`src/rtl/univ_shift_reg.sv`:
```
// Universal register: parallel load, shift/rotate in both directions, and a synchronous clear.
// A frame counter pulses frame_done once WIDTH shift/rotate operations have been applied in a row.
module univ_shift_reg #(
    parameter  int WIDTH = 8,
    localparam int CNT_W = $clog2(WIDTH)
) (
    input  logic             clk,
    input  logic             reset_n,
    input  logic [2:0]       mode,
    input  logic [WIDTH-1:0] data_in,
    input  logic             serial_in_r,
    input  logic             serial_in_l,
    output logic [WIDTH-1:0] data_out,
    output logic             serial_out_r,
    output logic             serial_out_l,
    output logic [CNT_W-1:0] shift_cnt,
    output logic             frame_done
);

    typedef enum logic [2:0] {
        MODE_HOLD  = 3'b000,
        MODE_LOAD  = 3'b001,
        MODE_SHR   = 3'b010,
        MODE_SHL   = 3'b011,
        MODE_ROR   = 3'b100,
        MODE_ROL   = 3'b101,
        MODE_CLEAR = 3'b110,
        MODE_RSVD  = 3'b111
    } mode_t;

    localparam logic [CNT_W-1:0] CNT_LAST = CNT_W'(WIDTH - 1);

    logic [WIDTH-1:0] data_nxt;
    logic [CNT_W-1:0] cnt_nxt;
    logic             done_nxt;
    logic             is_shift;
    logic             is_restart;

    always_comb begin
        data_nxt   = data_out;
        is_shift   = 1'b0;
        is_restart = 1'b0;
        case (mode_t'(mode))
            MODE_LOAD: begin
                data_nxt   = data_in;
                is_restart = 1'b1;
            end
            MODE_SHR: begin
                data_nxt = {serial_in_r, data_out[WIDTH-1:1]};
                is_shift = 1'b1;
            end
            MODE_SHL: begin
                data_nxt = {data_out[WIDTH-2:0], serial_in_l};
                is_shift = 1'b1;
            end
            MODE_ROR: begin
                data_nxt = {data_out[0], data_out[WIDTH-1:1]};
                is_shift = 1'b1;
            end
            MODE_ROL: begin
                data_nxt = {data_out[WIDTH-2:0], data_out[WIDTH-1]};
                is_shift = 1'b1;
            end
            MODE_CLEAR: begin
                data_nxt   = '0;
                is_restart = 1'b1;
            end
            default: data_nxt = data_out;
        endcase
    end

    // Wrap at WIDTH-1 explicitly so non-power-of-2 widths never show WIDTH or above.
    always_comb begin
        cnt_nxt  = shift_cnt;
        done_nxt = 1'b0;
        if (is_restart) begin
            cnt_nxt = '0;
        end else if (is_shift) begin
            if (shift_cnt == CNT_LAST) begin
                cnt_nxt  = '0;
                done_nxt = 1'b1;
            end else begin
                cnt_nxt = shift_cnt + 1'b1;
            end
        end
    end

    always_ff @(posedge clk or negedge reset_n) begin
        if (!reset_n) begin
            data_out   <= '0;
            shift_cnt  <= '0;
            frame_done <= 1'b0;
        end else begin
            data_out   <= data_nxt;
            shift_cnt  <= cnt_nxt;
            frame_done <= done_nxt;
        end
    end

    assign serial_out_r = data_out[0];
    assign serial_out_l = data_out[WIDTH-1];

endmodule

```
`config.mk`:
```
export PLATFORM = sky130hd
export DESIGN_NAME = univ_shift_reg
export DESIGN_NICKNAME = d
export VERILOG_FILES = /design/src/rtl/univ_shift_reg.sv
export SDC_FILE = /design/constraint.sdc
export NUM_CORES = 1
export LEC_CHECK = 0
export CORE_MARGIN = 2
export CORE_UTILIZATION = 49
export DETAILED_ROUTE_END_ITERATION = 7
export PLACE_DENSITY = 0.83
export SYNTH_ARGS = -nofsm -noshare
export SYNTH_HDL_FRONTEND = slang
export SYNTH_SLANG_ARGS = --single-unit
```
`constraint.sdc`:
```
create_clock -name clk -period 3 [get_ports clk]
set_input_delay 0.3 -clock clk [delete_from_list [all_inputs] [get_ports clk]]
set_output_delay 0.3 -clock clk [all_outputs]
set_load 0.01 [all_outputs]
```
## After elaboration in Yosys (flattened, before gate mapping)

Index checks and enable logic that the tools add are counted.
Widths: inputs -> output; s select.

| cells by class | value |
|---|---|
| add/subtract/negate cells | 1 |
| multipliers | 0 |
| div/mod/pow operators | 0 |
| magnitude comparators | 0 |
| equal/unequal tests | 7 |
| shift operators | 0 |
| multiplexer cells | 9 |
| bitwise gates (word level) | 0 |
| reduce and logical (&&, ||, !) cells | 4 |

Operators by type and width:

| operator | number |
|---|---|
| $pmux 8 s6 | 1 |
| $eq 3x3->1 const B | 4 |
| $mux 3 | 3 |
| $eq 3x2->1 const B | 2 |
| $reduce_bool 6->1 | 1 |
| $mux 1 | 5 |
| $reduce_or 4->1 | 1 |
| $add 3x1->3 const B | 1 |
| $eq 3x1->1 const B | 1 |
| $reduce_bool 2->1 | 1 |
| $reduce_or 2->1 | 1 |

| storage, ports and cells | value |
|---|---|
| register bits after elaboration | 12 |
| bits in latches | 0 |
| RAM bits | 0 |
| ROM bits | 0 |
| bits of input ports | 15 |
| output and inout bits | 14 |
| logic and storage cells | 24 |
| memories | 0 |

## Depth between registers and ports, before layout

Gate-level depths: netlist (run 1).

| depth | value |
|---|---|
| depth in word-level cells | 5 |
| depth in mapped cells | 6 |
| mapped depth without buffers | 5 |

## Worst setup path after synthesis (run 1)

Ideal clock, no wire load.

| timing path | value |
|---|---|
| kind | reg2reg |
| start point | reg shift_cnt[0] |
| end point | reg shift_cnt[2] |
| library setup time | 0.130 ns |
| data arrival time | 1.260 ns |
| data required time | 2.870 ns |
| slack | 1.610 ns |
| cell stages (with the launch flop) | 5 |
| buffers on the path | 0 |
| period minus slack after synthesis | 1.390 ns |
| cell sequence | dfrtp_1 ha_1 ha_1 a221oi_1 a21oi_1 |

| between the ends | value |
|---|---|
| word-level cells in the longest chain between the ends | 4 |
| elaborated cells between the ends (all ways) | 5 |
| classes of those cells | 1 x add/sub; 1 x eq/ne; 3 x mux |

Ends and longest elaborated chain:

| item | RTL line | RTL |
|---|---|---|
| start, declared | 16 | `output logic [CNT_W-1:0] shift_cnt,` |
| start signal, assigned | 95 | `shift_cnt <= cnt_nxt;` |
| $add 3x1->3 or $eq 3x3->1 (tied branches) | 83, 79 |  |
| $mux 3 (*) | 79 | `if (shift_cnt == CNT_LAST) begin` |
| $mux 3 (*) | 78 | `end else if (is_shift) begin` |
| $mux 3 (*) | 76 | `if (is_restart) begin` |

Every way passes the cells marked *; elsewhere a longest branch is shown, timed or not. The select of a mux whose other input is x is not followed.
A chain may end at the register's enable or synchronous reset.

## Worst setup path after layout (run 1)

| timing path | value |
|---|---|
| start point | in mode[2] |
| end point | reg data_out[0] |

| between the ends | value |
|---|---|
| word-level cells in the longest chain between the ends | 2 |
| elaborated cells between the ends (all ways) | 8 |
| classes of those cells | 6 x eq/ne; 1 x mux; 1 x reduce/logical |

Ends and longest elaborated chain:

| item | RTL line | RTL |
|---|---|---|
| start, declared | 9 | `input logic [2:0] mode,` |
| $eq 3x3->1 (tied with other cells) | 43 | `case (mode_t'(mode))` |
| $pmux 8 s6 or $reduce_bool 6->1 (tied branches) | - |  |
| end signal, assigned | 94 | `data_out <= data_nxt;` |
| end, declared | 13 | `output logic [WIDTH-1:0] data_out,` |

Several ways; a longest one is shown, not always the timed one.

==> results of run 1 <==
[final cells by class]
class | instances | area (µm²) | area share (%)
clock buffers | 3 | 22.52 | 1.923
inverters | 1 | 3.754 | 0.3205
multi-input cells | 77 | 533.0 | 45.51
flip-flops and latches | 12 | 300.3 | 25.64
well taps | 25 | 31.28 | 2.671
repair buffers | 28 | 280.3 | 23.93
[synthesized netlist by cell type (all sizes together), types with 3 or more instances]
master	number	area [µm²]
a221oi	3	26.28
mux2	7	78.82
a21oi	6	30.03
o211ai	6	45.04
nor2	4	25.03
nor2b	3	21.27
a211oi	3	22.52
nand2	14	52.55
o21ai	7	35.03
dfrtp	12	300.3
buf	11	100.1
a22o	6	52.55
a31oi	3	18.77
[where the power goes]
part | switching (mW) | internal (mW)
combinational | 0.0823 | 0.112
clock | 0.0560 | 0.0464
sequential | 0.0306 | 0.185
total | 0.169 | 0.343
[worst max-delay path by stage]
stage / startpoint / slack, ns / to
floorplan: shift_cnt[0]$_DFFE_PN0P_ / 1.61 / shift_cnt[2]$_DFFE_PN0P_
global placement: mode[2] / 0.84 / data_out[0]$_DFFE_PN0P_
detailed placement: mode[2] / 0.79 / data_out[0]$_DFFE_PN0P_
CTS: mode[2] / 1.06 / data_out[0]$_DFFE_PN0P_
global route: mode[2] / 0.92 / data_out[0]$_DFFE_PN0P_
finish: mode[2] / 1.09 / data_out[0]$_DFFE_PN0P_
[metrics by stage]
step                instance area (µm²)  worst slack, ns  hold WS, ns
global route                       1171           0.9199       0.4331
global placement                   1149           0.8403       0.6005
floorplan                         937.1            1.610     0.004409
detailed placement                 1149           0.7864       0.6116
finish                             1171            1.088       0.3872
CTS                                1171            1.064       0.4100
[state kept, by name, summed over array words and instances (netlist names)]
register	cells
data_out	8
frame_done	1
shift_cnt	3
[critical path, cell delays in order]
cell and delay [ns]:
clkdlybuf4s50_1 0.84, nor3b_1 0.34, a21oi_1 0.15, a22oi_1 0.11, o311ai_1 0.33
[kinds of logic (layout without fill, tap and decap cells)]
logic type,count (synthesis),in the layout,synth area share (%)
mux,7,7,8.411
simple gates,29,29,16.82
flops,12,12,32.04
buf+inv,12,32,11.08
fa+ha+maj,2,2,2.670
compound gates,39,39,28.97
[layer usage]
| layer | vias up | wire length, µm | global-route usage [%] |
|---|---|---|---|
| li1 | 420 | - | - |
| met1 | 393 | 1062 | 32.56 |
| met2 | 24 | 960 | 28.27 |
| met3 | 0 | 106 | 3.774 |
| met4 | 0 | 0 | 6.486 |
| met5 | - | 0 | 0 |
==> impl_metrics.csv, run 1 <==
group,metric,value,unit
run_status,status,"completed",
cts,cts_tree,"yes",
timing,post-route-period-util,63.75,%
timing,skew,0.002521,ns
place,portBuffers,28,
timing,fin_setup_tns,0,ns
cells_and_area,nets,140,
worst_setup_path,r2r.worst_path.cells,5,
cells_and_area,instances_no_fill,146,
synth,yosysWarnings,0,
power,power,511.5,µW
power,power_density,436.8,nW/µm²
worst_setup_path,end_kind,"register",
route,remaining_drc_errors,0,
floorplan,core-area,1764,µm²
synth,synth_cell_type_count,32,
route,drt_pre_antenna_iters,4,
cells_and_area,drive_gt1_share,10.74,%
timing,rsz0062_at_grt,"no",
worst_setup_path,path_class,"primary input to register",
worst_setup_path,crit-reg2reg-launch,"shift_cnt[0]$_DFFE_PN0P_",
route,wire_per_inst,14.58,µm
cells_and_area,antenna_cells,0,
cts,clock_sinks,12,
global_route,globalRoute.totalOverflow,0,
cts,clock_latency,0.27,ns
route,ant_nets,0,
synth,syn_area,937.1,µm²
cts,hold_buffers,0,
cts,cts_max_level,1,
place,routabilityCongestion,0.7843,
cells_and_area,area.growth.synth_to_final,24.97,%
cells_and_area,final_common_cell,"clkdlybuf4s50_1",
route,via_per_inst,5.733,
cts,cts.path.max_buffers,2,
worst_setup_path,required,3.17,ns
cts,clkTransAtPathRegs,0.08,ns
cts,root_buffer,"clkbuf_4",
synth,synth_seq_area_share,32.04,%
timing,fmax,522.9,MHz
floorplan,initial_core_util,53.12,%
timing,finalCriticalPeriod,1.912,ns
job,drv_cap,0,
floorplan,die_y,47.73,µm
global_route,grt_max_degree,27,
floorplan,die_w,47.73,µm
cells_and_area,fill_cells,158,
synth,synth_nets,118,
worst_setup_path,worst_r2r_endpoint,"shift_cnt[2]$_DFFE_PN0P_",
timing,tightest_slew,0.9177,ns
synth,synthArstFlopShare,100.0,%
timing,hold_viol,0,
worst_setup_path,cp.arrival,2.08,ns
hold_path,hp-class,"primary input to async pin",
global_route,antenna_found_initial,0,
cts,post-cts-setup-buffers,0,
power,max-vdd-ir-drop,0.0002646,V
place,place_inst,143,
synth,avgSynthCellArea,9.279,µm²
timing,slew_headroom,38.63,%
synth,synthCells,101,
synth,synthFlopType,"dfrtp_1",
global_route,grt_usage,20.72,%
floorplan,rows,15,
synth,ys_seq_elements,12,
global_route,grt_pass1_wl,3353,µm
floorplan,die_area,2278,µm²
route,wirelength,2129,µm
cts,cts_buffers,3,
worst_setup_path,reg2reg_setup_slack,1.48,ns
route,drt_iter0_drc,20,
worst_setup_path,cp_max_fo,24,
timing,setup_viol,0,
place,post-dp-hpwl,1481,µm
cts,cts.repair.resized,0,
power,p_leak,0.4427,nW
route,vias,837,
cells_and_area,layout_common_cells,"clkdlybuf4s50_1, nand2_1, dfrtp_1",
timing,slew_viol_final,0,
cells_and_area,final_util,66.38,%
global_route,grt_pass1_vias,747,
floorplan,pin_count,29,
synth,synth_edf_count,0,
worst_setup_path,cp-start-kind,"primary input",
No activity file was read; power rests on OpenSTA's default activity.
==> run 2, diff against run 1 <==
--- a/config.mk
+++ b/config.mk
@@ -6,9 +6,9 @@
 export NUM_CORES = 1
 export LEC_CHECK = 0
 export CORE_MARGIN = 2
-export CORE_UTILIZATION = 49
+export CORE_UTILIZATION = 46
 export DETAILED_ROUTE_END_ITERATION = 7
-export PLACE_DENSITY = 0.83
+export PLACE_DENSITY = 0.79
 export SYNTH_ARGS = -nofsm -noshare
 export SYNTH_HDL_FRONTEND = slang
 export SYNTH_SLANG_ARGS = --single-unit
==> constraint.sdc (replaced) <==
create_clock -name clk -period 1.9 [get_ports clk]
set_input_delay 0.19 -clock clk [delete_from_list [all_inputs] [get_ports clk]]
set_output_delay 0.19 -clock clk [all_outputs]
set_load 0.01 [all_outputs]
==> impl_metrics.csv, run 2 (synthesized netlist as in run 1, its figures left out) <==
group,metric,value,unit
run_status,status,"completed",
timing,finalCriticalPeriod,1.503,ns
cts,post-cts-setup-buffers,0,
route,ant_nets,0,
floorplan,die_w,49.14,µm
power,power,836.7,µW
cells_and_area,top_regs,"data_out: 8 flops, shift_cnt: 3 flops, frame_done: 1 flops",
worst_setup_path,worst-path-buf-inv,1,
timing,slew_viol_final,0,
timing,skew,0.005700,ns
cells_and_area,final_common_cell,"clkdlybuf4s50_1",
cells_and_area,drive_gt1_share,14.96,%
timing,setup_viol,0,
route,via_per_inst,5.877,
timing,holdWs,0.2820,ns
route,highest_layer,"met4",
floorplan,pin_count,29,
cells_and_area,regMostFlops,"data_out",
timing,post-route-period-util,79.08,%
route,drt_pre_antenna_iters,4,
power,max-vdd-ir-drop,0.0005063,V
cts,cts_max_level,1,
worst_setup_path,cp_cell_sequence,"clkdlybuf4s50_1",
floorplan,die_y,49.14,µm
worst_setup_path,cp.arrival,1.31,ns
global_route,grt_usage,21.34,%
cts,clkTransAtPathRegs,0.08,ns
route,remaining_drc_errors,0,
timing,slew_headroom,59.17,%
place,routabilityCongestion,0.8033,
cells_and_area,layout_common_cells,"clkdlybuf4s50_1, nand2_1, dfrtp_1",
worst_setup_path,cp_top_family,"buffers and inverters",
worst_setup_path,required,1.71,ns
cts,root_buffer,"clkbuf_4",
cts,clock_sinks,12,
cts,cts.path.max_buffers,2,
cts,cts_tree,"yes",
timing,fin_setup_tns,0,ns
floorplan,die_area,2414,µm²
floorplan,core-area,1942,µm²
worst_setup_path,critPathSlowestCell,"clkdlybuf4s50_1",
floorplan,initial_core_util,48.26,%
cts,cts_buffers,3,
global_route,grt_pass1_wl,3939,µm
cells_and_area,area.growth.synth_to_final,31.38,%
cells_and_area,largest_register_ffs,8,
route,wirelength,2375,µm
power,power_density,679.6,nW/µm²
worst_setup_path,path_class,"register to output port",
timing,fmax,665.5,MHz
job,drv_cap,0,
cells_and_area,final_util,63.40,%
route,wl_met1,999,µm
worst_setup_path,cp-start-kind,"register",
power,p_leak,0.4764,nW
cells_and_area,antenna_cells,0,
timing,hold_viol,0,
place,post-dp-hpwl,1702,µm
global_route,grt_pass1_vias,880,
place,portBuffers,28,
cells_and_area,nets,146,
cts,clock_latency,0.28,ns
route,dr_wl_met2,1207,µm
worst_setup_path,end_kind,"output port",
global_route,antenna_found_initial,0,
route,wl_met3,126,µm
cts,hold_buffers,0,
worst_setup_path,cp_max_fo,6,
route,wire_per_inst,15.42,µm
route,drt_iter0_drc,24,
cts,cts.repair.resized,0,
floorplan,rows,16,
timing,rsz0062_at_grt,"no",
worst_setup_path,max_stage_delay,0.58,ns
hold_path,hp-class,"primary input to async pin",
timing,tightest_slew,0.6105,ns
global_route,globalRoute.totalOverflow,0,
route,vias,905,
global_route,grt_max_degree,26,
-- run 2: final cells by class --
class                           count  area (µm²)
Inverter                            1       3.754
Clock buffer                        3       22.52
Multi-Input combinational cell     77       533.0
Tap cell                           27       33.78
Fill cell                         184       710.7
Sequential cell                    12       300.3
Timing Repair Buffer               34       337.8
-- run 2: final timing paths --
check                                               from                        to  slack [ns]  cells after the start
worst min-delay path                             reset_n   data_out[4]$_DFFE_PN0P_        0.28                      1
worst min register to register   data_out[3]$_DFFE_PN0P_   data_out[3]$_DFFE_PN0P_        0.64                      2
worst max register to register  shift_cnt[0]$_DFFE_PN0P_  shift_cnt[2]$_DFFE_PN0P_        0.41                      4
worst max-delay path            shift_cnt[0]$_DFFE_PN0P_              shift_cnt[0]        0.40                      1
min in group clk                 data_out[3]$_DFFE_PN0P_   data_out[3]$_DFFE_PN0P_        0.64                      2
max in group asynchronous                        reset_n  shift_cnt[1]$_DFFE_PN0P_        1.22                      1
-- run 2: worst register-to-register path, delay by kind of cell (launching register included) --
kind	cells	cell delay (ns)
fa+ha+maj	2	0.52
flops	1	0.45
compound gates	2	0.40
-- run 2: stage by stage --
step           std cells  setup slack, ns  area [µm²]
4_1_cts              154           0.3921        1231
3_5_place_dp         151          0.09965        1209
3_3_place_gp         151           0.2147        1209
2_1_floorplan        101           0.5100       937.1
5_1_grt              154           0.3154        1231
6_report             154           0.3974        1231
-- run 2: power breakdown --
group	internal, mW	total [mW]	switching (mW)
sequential	0.291	0.342	0.0511
combinational	0.187	0.324	0.137
clock	0.0737	0.170	0.0964
total	0.552	0.837	0.284
-- run 2: per-layer routing --
layer  vias to the layer above  global-route usage [%]
met5                         -                       0
met4                         0                   10.95
met3                         5                   3.067
met2                        30                   35.14
met1                       439                   26.99
li1                        431                       -
==> run 3, diff against run 2 <==
==> constraint.sdc (replaced) <==
create_clock -name clk -period 1.45 [get_ports clk]
set_input_delay 0.145 -clock clk [delete_from_list [all_inputs] [get_ports clk]]
set_output_delay 0.145 -clock clk [all_outputs]
set_load 0.01 [all_outputs]
==> impl_metrics.csv, run 3 (synthesized netlist as in run 1, its figures left out) <==
group,metric,value,unit
timing,skew,0.004194,ns
cts,root_buffer,"clkbuf_4",
worst_setup_path,cp_cell_sequence,"clkdlybuf4s50_1",
place,place_ws,-0.05835,ns
worst_setup_path,path_class,"register to output port",
cells_and_area,nets,160,
route,drt_pre_antenna_iters,4,
timing,slew_headroom,61.43,%
cells_and_area,design_area,1378,µm²
run_status,status,"completed",
floorplan,rows,16,
route,vias,952,
route,wire_per_inst,14.56,µm
timing,tightest_slew,0.5768,ns
cts,clock_sinks,12,
place,portBuffers,28,
worst_setup_path,cp.arrival,1.28,ns
worst_setup_path,crit-reg2reg-launch,"shift_cnt[0]$_DFFE_PN0P_",
cts,clkTransAtPathRegs,0.08,ns
timing,setup_viol,0,
cts,hold_buffers,0,
worst_setup_path,cp_top_family,"buffers and inverters",
worst_setup_path,end_kind,"output port",
cells_and_area,instances_no_fill,169,
cells_and_area,fill_cells,162,
route,drt_iter0_drc,20,
global_route,grt_max_degree,16,
cts,cts_max_level,1,
floorplan,die_w,49.14,µm
cells_and_area,drive_gt1_share,24.65,%
place,routabilityCongestion,0.7949,
global_route,grt_usage,21.44,%
timing,slew_viol_final,0,
cts,clock_latency,0.29,ns
timing,finalCriticalPeriod,1.420,ns
place,post-dp-hpwl,1705,µm
timing,hold_viol,0,
cells_and_area,ff_latch_area,301.5,µm²
place,place_inst,159,
route,remaining_drc_errors,0,
global_route,antenna_found_initial,0,
power,power_density,886.0,nW/µm²
cells_and_area,layout_common_cells,"clkdlybuf4s50_1, buf_4, nand2_1, dfrtp_1",
cells_and_area,top_regs,"data_out: 8 flops, shift_cnt: 3 flops, frame_done: 1 flops",
job,drv_cap,0,
worst_setup_path,critPathSlowestCell,"clkdlybuf4s50_1",
worst_setup_path,required,1.31,ns
cells_and_area,largest_register_ffs,8,
power,p_leak,0.5739,nW
cts,cts_buffers,3,
route,via_per_inst,5.633,
floorplan,core-area,1942,µm²
cts,cts_tree,"yes",
floorplan,initial_core_util,48.26,%
timing,fmax,704.1,MHz
power,max-vdd-ir-drop,0.0007382,V
cells_and_area,multi_input_area,533.0,µm²
worst_setup_path,cp-start-kind,"register",
cells_and_area,regMostFlops,"data_out",
global_route,grt_pass1_vias,892,
worst_setup_path,max_stage_delay,0.56,ns
global_route,globalRoute.totalOverflow,0,
cells_and_area,area.growth.synth_to_final,47.00,%
timing,post-route-period-util,97.95,%
floorplan,pin_count,29,
hold_path,hp-class,"primary input to async pin",
route,ant_nets,0,
worst_setup_path,worst-path-buf-inv,1,
floorplan,die_y,49.14,µm
route,wirelength,2460,µm
cells_and_area,antenna_cells,0,
worst_setup_path,crit_start,"data_out[5]$_DFFE_PN0P_",
place,place_area,1294,µm²
cells_and_area,final_common_cell,"clkdlybuf4s50_1",
cts,cts.path.max_buffers,2,
timing,finalWorstSetupSlack,0.02968,ns
global_route,grt_pass1_wl,4022,µm
floorplan,die_area,2414,µm²
worst_setup_path,cp_max_fo,5,
-- run 3: final timing paths --
path	end	slack (ns)	cells after the start
setup / recovery	data_out[5]	0.03	1
hold / removal	data_out[1]$_DFFE_PN0P_	0.22	1
setup reg to reg	shift_cnt[2]$_DFFE_PN0P_	0.08	4
hold reg to reg	data_out[2]$_DFFE_PN0P_	0.62	2
max in group asynchronous	data_out[2]$_DFFE_PN0P_	0.82	1
min in group clk	data_out[6]$_DFFE_PN0P_	0.58	4
-- run 3: repair_timing --
action | 4_1_cts | 5_1_grt
setup buffers | 1 | 5
resized for setup | 1 | 2
endpoints found under the setup margin | 2 | 8
-- run 3: report_power, final --
group / internal (mW) / switching [mW] / leakage [nW]
combinational: 0.298 / 0.211 / 0.401
sequential: 0.382 / 0.0444 / 0.152
clock: 0.153 / 0.131 / 0.0210
total: 0.834 / 0.387 / 0.574
-- run 3: area by class of cell --
type                            count  share of cell area, %
Timing Repair Buffer               48                  34.06
Tap cell                           27                  2.452
Multi-Input combinational cell     77                  38.69
Clock buffer                        4                  2.634
Inverter                            1                 0.2725
Sequential cell                    12                  21.89
-- run 3: metal layers --
layer / vias up / part of all wire, % / global-route usage, %
li1: 463 / - / -
met1: 460 / 44 / 28.24
met2: 25 / 51 / 35.14
met3: 4 / 3.9 / 3.067
met4: 0 / 1.3 / 8.571
met5: - / 0 / 0
-- run 3: per-stage QoR --
stage	total power, mW	util (%)	hold WS, ns	TNS [ns]
2_1_floorplan	0.6822	-	-0.1506	0
3_3_place_gp	0.8951	66.62	0.5509	-0.1232
4_1_cts	1.199	68.81	0.2367	0
6_report	1.221	70.94	0.2157	0
3_5_place_dp	0.9063	66.62	0.5565	-0.2501
5_1_grt	1.291	70.94	0.2603	-0.006842
